$ cat src/rtl/mist_frame_monitor.sv
// VGA_VS frame counter with dump-window FSM, finish request and vsync-loss watchdog.
// Latency: frame_stb and all event strobes 3 clk after the active VS edge; pure observer, no backpressure.
module mist_frame_monitor #(
    parameter logic VS_POL = 1'b0,
    parameter int   WDOG_W = 24
) (
    input  logic              clk,
    input  logic              rst_n,
    input  logic              VGA_VS,
    input  logic [31:0]       dump_start,
    input  logic [31:0]       dump_len,
    input  logic [31:0]       max_frames,
    input  logic [WDOG_W-1:0] wdog_limit,
    output logic [31:0]       frame_cnt,
    output logic              frame_stb,
    output logic              dump_on,
    output logic              dump_start_stb,
    output logic              dump_stop_stb,
    output logic              finish_req,
    output logic              wdog_to,
    output logic              led
);

    typedef enum logic [1:0] {
        ST_IDLE,
        ST_WAIT,
        ST_DUMP,
        ST_DONE
    } state_t;

    localparam logic [WDOG_W-1:0] WDOG_MAX = {WDOG_W{1'b1}};
    localparam logic [WDOG_W-1:0] WDOG_ONE = {{(WDOG_W-1){1'b0}}, 1'b1};

    logic              vs_s1_q, vs_s1_d;
    logic              vs_s2_q, vs_s2_d;
    logic              vs_hist_q, vs_hist_d;
    logic [31:0]       frame_cnt_q, frame_cnt_d;
    logic              frame_stb_q, frame_stb_d;
    logic              led_q, led_d;
    logic              finish_req_q, finish_req_d;
    logic [WDOG_W-1:0] wdog_cnt_q, wdog_cnt_d;
    logic              wdog_armed_q, wdog_armed_d;
    logic              wdog_to_q, wdog_to_d;
    state_t            state_q, state_d;
    logic              dump_on_q, dump_on_d;
    logic              start_stb_q, start_stb_d;
    logic              stop_stb_q, stop_stb_d;

    logic              edge_det;
    logic [31:0]       win_end;

    always_comb begin
        vs_s1_d   = VGA_VS;
        vs_s2_d   = vs_s1_q;
        vs_hist_d = vs_s2_q;
        edge_det  = VS_POL ? (vs_s2_q & ~vs_hist_q) : (~vs_s2_q & vs_hist_q);
        win_end   = dump_start + dump_len;

        frame_stb_d = edge_det;
        frame_cnt_d = frame_cnt_q;
        if (edge_det) begin
            frame_cnt_d = frame_cnt_q + 32'd1;
        end
        led_d = frame_cnt_d[5];

        finish_req_d = finish_req_q |
                       (edge_det && (max_frames != 32'd0) && (frame_cnt_d == max_frames));

        // Counter runs from reset but only the armed flag lets it raise a timeout.
        wdog_cnt_d = wdog_cnt_q;
        if (edge_det) begin
            wdog_cnt_d = '0;
        end else if (wdog_cnt_q != WDOG_MAX) begin
            wdog_cnt_d = wdog_cnt_q + WDOG_ONE;
        end
        wdog_armed_d = wdog_armed_q | edge_det;
        wdog_to_d    = wdog_to_q |
                       (wdog_armed_q && (wdog_limit != '0) && (wdog_cnt_d == wdog_limit));
    end

    always_comb begin
        state_d     = state_q;
        start_stb_d = 1'b0;
        stop_stb_d  = 1'b0;
        dump_on_d   = (state_q == ST_DUMP);
        case (state_q)
            ST_IDLE: begin
                state_d = (dump_len != 32'd0) ? ST_WAIT : ST_DONE;
            end
            ST_WAIT: begin
                if ((dump_start == 32'd0) || (edge_det && (frame_cnt_d == dump_start))) begin
                    state_d     = ST_DUMP;
                    start_stb_d = 1'b1;
                end
            end
            ST_DUMP: begin
                // A finish request closes an open window so the dump is never left dangling.
                if ((edge_det && (frame_cnt_d == win_end)) || finish_req_d) begin
                    state_d    = ST_DONE;
                    stop_stb_d = 1'b1;
                end
            end
            default: begin
                state_d = ST_DONE;
            end
        endcase
    end

    always_ff @(posedge clk or negedge rst_n) begin
        if (!rst_n) begin
            vs_s1_q      <= 1'b0;
            vs_s2_q      <= 1'b0;
            vs_hist_q    <= 1'b0;
            frame_cnt_q  <= 32'd0;
            frame_stb_q  <= 1'b0;
            led_q        <= 1'b0;
            finish_req_q <= 1'b0;
            wdog_cnt_q   <= '0;
            wdog_armed_q <= 1'b0;
            wdog_to_q    <= 1'b0;
            state_q      <= ST_IDLE;
            dump_on_q    <= 1'b0;
            start_stb_q  <= 1'b0;
            stop_stb_q   <= 1'b0;
        end else begin
            vs_s1_q      <= vs_s1_d;
            vs_s2_q      <= vs_s2_d;
            vs_hist_q    <= vs_hist_d;
            frame_cnt_q  <= frame_cnt_d;
            frame_stb_q  <= frame_stb_d;
            led_q        <= led_d;
            finish_req_q <= finish_req_d;
            wdog_cnt_q   <= wdog_cnt_d;
            wdog_armed_q <= wdog_armed_d;
            wdog_to_q    <= wdog_to_d;
            state_q      <= state_d;
            dump_on_q    <= dump_on_d;
            start_stb_q  <= start_stb_d;
            stop_stb_q   <= stop_stb_d;
        end
    end

    assign frame_cnt      = frame_cnt_q;
    assign frame_stb      = frame_stb_q;
    assign dump_on        = dump_on_q;
    assign dump_start_stb = start_stb_q;
    assign dump_stop_stb  = stop_stb_q;
    assign finish_req     = finish_req_q;
    assign wdog_to        = wdog_to_q;
    assign led            = led_q;

endmodule

$ cat config.mk
export PLATFORM = sky130hd
export DESIGN_NAME = mist_frame_monitor
export DESIGN_NICKNAME = d
export VERILOG_FILES = /design/src/rtl/mist_frame_monitor.sv
export SDC_FILE = /design/constraint.sdc
export NUM_CORES = 1
export LEC_CHECK = 0
export CORE_AREA = 2 2 129 119
export DETAILED_ROUTE_END_ITERATION = 12
export DIE_AREA = 0 0 131 121
export PLACE_DENSITY_LB_ADDON = 0.1
export SLEW_MARGIN = 20
export SYNTH_ARGS = -nofsm -noshare
export SYNTH_HDL_FRONTEND = slang
export SYNTH_SLANG_ARGS = --single-unit
$ cat constraint.sdc
create_clock -name clk -period 3.1 [get_ports clk]
set_clock_uncertainty 0.1 [all_clocks]
set_input_delay 0.62 -clock clk [delete_from_list [all_inputs] [get_ports clk]]
set_output_delay 0.62 -clock clk [all_outputs]
set_load 0.01 [all_outputs]
After elaboration in Yosys (flattened, before gate mapping)
Index checks and enable logic that the tools add are counted.
- output and inout port bits: 39
- word-level logic and storage cells: 56
- flip-flop bits (word level): 69
- input bits: 123
- bitwise gates (word level): 5
- multiplexer cells: 11
- $add $sub $neg: 3
- equal/unequal tests: 9
- reduce and logical (&&, ||, !) cells: 14
- operators by type and width (cell ; number):
    $eq A32 B32 Y1 ; 3
    $reduce_bool A32 Y1 ; 2
    $mux W24 ; 2
    $add A32 B1 Y32 const B ; 1
    $add A32 B32 Y32 ; 1
    $logic_not A32 Y1 ; 1
    $mux W32 ; 1
    $add A24 B1 Y24 const B ; 1
    $eq A24 B24 Y1 ; 1
    $ne A24 B24 Y1 const B ; 1
    $reduce_bool A24 Y1 ; 1
    $logic_and A1 B1 Y1 ; 6
    $mux W2 ; 3
    $pmux W2 S3 ; 1
    $mux W1 ; 4
    $or A1 B1 Y1 ; 3
    $eq A2 B1 Y1 const B ; 1
    $eq A2 B2 Y1 const B ; 1
    $logic_not A2 Y1 ; 1
    $logic_or A1 B1 Y1 ; 2
    $ne A2 B1 Y1 const B ; 1
    $ne A2 B2 Y1 const B ; 1
    $reduce_and A2 Y1 ; 1
    $and A1 B1 Y1 ; 1
    $not A1 Y1 ; 1

Longest topological paths before layout
- word-level depth: 9
- depth in mapped cells: 13
- depth with buffers taken out: 13

Worst setup path after synthesis
Ideal clock, no wire load.
- kind: input to register
- start point: in dump_start[0]
- end point: reg state_q[0]
- data required time: 2923 ps
- stages: 13
- slack: -310 ps
- setup time: 77 ps
- buffers on the path: 0
- arrival: 3232 ps
- path through: ha_1 > inv_1 > fa_1 > nand2b_1 > a211o_1 > a21o_1 > o31a_1 > xnor2_1 > o2111ai_1 > or4_1 > nor4_2 > a31oi_1 > a21oi_1
- word-level cells in the longest chain between the ends: 6
- elaborated cells on any way between the ends: 11
- those cells by class: add/sub: 1; eq/ne: 4; reduce/logical: 6
- RTL lines (what ; RTL line ; text):
    start, declared ; 10 ; input logic [31:0] dump_start,
    $add A32 B32 Y32 ; 57 ; win_end = dump_start + dump_len;
    $eq A32 B32 Y1 ; 98 ; if ((edge_det && (frame_cnt_d == win_end)) || finish_req_d) begin
    $logic_and A1 B1 Y1 ; 98 ;
    $logic_or A1 B1 Y1 ; 98 ;
    $ne A2 B1 Y1 (no line) ; - ;
    $reduce_and A2 Y1 (no line) (*) ; - ;
    end signal, assigned ; 136 ; state_q <= state_d;
    end, declared ; 44 ; state_t state_q, state_d;
Mark *: on every way between the ends. The rest lies on a longest branch, timed or not.
A chain may end at the register's enable or synchronous reset.

Worst setup path after layout
- start point: in dump_len[16]
- end point: reg state_q[0]
- word-level cells in the longest chain between the ends: 6
- RTL lines (what ; RTL line ; text):
    start, declared ; 11 ; input logic [31:0] dump_len,
    $add A32 B32 Y32 ; 57 ;
    $eq A32 B32 Y1 ; 98 ;
    $logic_and A1 B1 Y1 ; 98 ;
    $logic_or A1 B1 Y1 ; 98 ;
    $ne A2 B1 Y1 (no line) ; - ;
    $reduce_and A2 Y1 (no line) ; - ;
No other way between the ends.

==> impl_metrics.ini <==
[clock_tree]
numCtsBuffers = 9
holdBufCountCts = 0
clk_pin_slew_worst_paths_ps = 60
htreeDepth = 3
cts.sinks = 68
clockBufferDepth = 2
root_buffer = clkbuf_16
cts_tree = built
clk_latency_ps = 350

[placed_design]
gp_congestion = 0.995
hpwlAfterDp_um = 23000
place_inst = 1426
preCtsSetupSlack_ps = -1080
portBuffers = 161

[cells_and_area]
largest_reg_flops = 32
instances_no_fill = 1468
syn2layout_area_growth_pct = 68.3
drive_above_1_share_pct = 33.8
nNetsFinal = 1422
antenna_cells = 0

[synthesis]
synthTopCellsByArea = dfrtp_1 24%, xnor2_1 11%, xor2_1 7.7%
syn_area_um2 = 7130
syn_avg_cell_area_um2 = 8.58
synthCells = 831
synth_common_cells = 90 x xnor2_1, 68 x dfrtp_1, 63 x xor2_1
synth_edf_count = 0
synth_nets = 988
yosysMostFrequentCell = xnor2_1
synth.distinct_cells = 73
yosys.area.top_type_share_pct = 23.9
ys.flop_type = dfrtp_1
yosysSeqAreaShare_pct = 23.9
synth_top_area_cell = dfrtp_1
synth_warnings = 0
ys_ff_latch = 68
async_flop_share_pct = 100

[timing]
worst_slack_ps = -256
tightest_slew_ps = 952
slew_headroom_pct = 36.5
rsz0062_at_grt = true
finalSetupViolations = 2
finalHoldViolCount = 0
finalMaxSlewViolations = 0
fmax_mhz = 298
period_minus_slack_ps = 3360
finalCritPeriodShare_pct = 108

[grt]
grt_pass1_vias = 8392
grt_first_pass_wirelength_um = 44600
overflow = 0
grt_start_max_net_pins = 69
antenna_found_initial = 0
track_usage_pct = 36.9

[drt]
drt_iter0_markers = 947
num_vias = 8663
wire_per_inst_um = 20.2
dr.pass1.iters = 7
drcViolationCount = 0
postRouteAntennaNets = 0
drt-total-wl_um = 29600
vias_per_cell = 5.90

[power]
power_density_nw_per_um2 = 340
ir_drop_mv = 0.330
leakage_nw = 5.38

[critical_path]
arrival_ps = 3520
worstSetupPathType = primary input to flop
required_ps = 3270
cp-start-kind = primary input
crit_fanout = 6
cp-end-kind = flop

[min_path]
hp-class = flop to flop

[die]
start_util_pct = 49.3
die_h_um = 121
die_w_um = 131
core-area_um2 = 14500
io_pins = 162
num_rows = 42
dieArea_um2 = 15900

[flow_run]
cap_violations = 0

[run_status]
outcome = finished with violations
violations = setup timing
[routing by layer]
metal,part of all wire (%),GRT usage (%),up-vias
met5,0,0,-
met2,44,56.5,528
met1,42,51.7,4094
li1,-,-,3960
met4,3.0,10.4,0
met3,11,8.95,81
[per-stage QoR]
step | total power, mW | instance area (um2) | TNS [ps] | hold WS, ps | util [%]
floorplan | 1.83 | 7150 | -220 | 224 | -
global placement | 2.69 | 10900 | -2340 | 232 | 75.1
detailed placement | 2.71 | 10900 | -2620 | 252 | 75.1
CTS | 3.95 | 11600 | -327 | 265 | 80.4
global route | 4.24 | 12000 | -733 | 270 | 83.0
finish | 4.08 | 12000 | -460 | 259 | 83.0
[power breakdown]
group          switching, mW  internal [mW]  leakage [nW]
clock network          0.470          0.638         0.145
registers             0.0756          0.945         0.915
logic                  0.905           1.04          4.32
total                   1.45           2.63          5.38
[kinds of logic (layout without fill, tap and decap cells)]
| logic type | count (synthesis) | after routing | share of synthesized area [%] |
|---|---|---|---|
| AOI/OAI and AO/OA | 166 | 166 | 15.6 |
| buffers and inverters | 65 | 504 | 3.60 |
| adders and majority gates | 34 | 34 | 6.07 |
| and+or+nand+nor | 325 | 325 | 26.4 |
| muxes | 2 | 2 | 0.316 |
| DFF | 68 | 68 | 23.9 |
| xor gates and xnor gates | 171 | 171 | 24.2 |
[cell usage in the layout (no fill, tap or decap), drive strengths merged, types with 4 or more instances in the layout]
master | Yosys | final
xnor2 | 91 | 91
nand2 | 52 | 52
nor3 | 32 | 32
inv | 42 | 46
nor4 | 48 | 48
o21a | 6 | 6
a21oi | 49 | 49
and4 | 6 | 6
nor4b | 4 | 4
ha | 33 | 33
o21ai | 22 | 22
o21bai | 4 | 4
dlygate4sd2 | 0 | 30
xnor3 | 11 | 11
nor2 | 48 | 48
dlymetal6s2s | 0 | 4
o211ai | 7 | 7
clkbuf | 14 | 9
or2 | 4 | 4
o2111ai | 8 | 8
a21o | 19 | 19
and3 | 19 | 19
a31oi | 15 | 15
dfrtp | 68 | 68
buf | 9 | 290
and2 | 8 | 8
nand3 | 23 | 23
nand2b | 5 | 5
nand4 | 41 | 41
xor2 | 66 | 66
nor2b | 7 | 7
or3 | 12 | 12
or4 | 4 | 4
o22ai | 4 | 4
clkdlybuf4s50 | 0 | 120
[critical path, stage by stage]
cell           delay, ps
dlygate4sd2_1        280
ha_4                 250
buf_4                160
nand4_1              140
nor3_1               110
or4_1                490
a221o_1              370
a21oi_2              190
xnor2_1              160
o2111ai_2            130
nor4_2               300
a31oi_1              140
a21oi_1              170
[worst paths after layout]
path,cells past startpoint,start,to,slack (ps)
max,13,dump_len[16],state_q[0]$_DFFE_PN0P_,-260
min,0,vs_s1_q$_DFF_PN0_,vs_hist_d$_DFF_PN0_,260
max reg2reg,10,frame_cnt[7]$_DFF_PN0_,state_q[0]$_DFFE_PN0P_,-150
min reg2reg,0,vs_s1_q$_DFF_PN0_,vs_hist_d$_DFF_PN0_,260
max in group asynchronous,2,rst_n,frame_cnt[1]$_DFF_PN0_,1870
min in group asynchronous,2,rst_n,frame_cnt[3]$_DFF_PN0_,390
[what timing repair did]
| item | 4_1_cts | 5_1_grt |
|---|---|---|
| cloned | 0 | 0 |
| pin swaps | 56 | 44 |
| resized for setup | 113 | 65 |
| setup buffers | 15 | 11 |
| endpoints found under the setup margin | 4 | 6 |
[final cells by class]
| class | count | area (um2) |
|---|---|---|
| repair buffers | 446 | 3780 |
| well taps | 198 | 248 |
| flip-flops and latches | 68 | 1710 |
| fillers | 902 | 2460 |
| multi-input cells | 698 | 5800 |
| clock buffers | 9 | 225 |
| clock inverters | 7 | 82.6 |
| inverters | 42 | 158 |
Power figures use the tool's default switching activity.
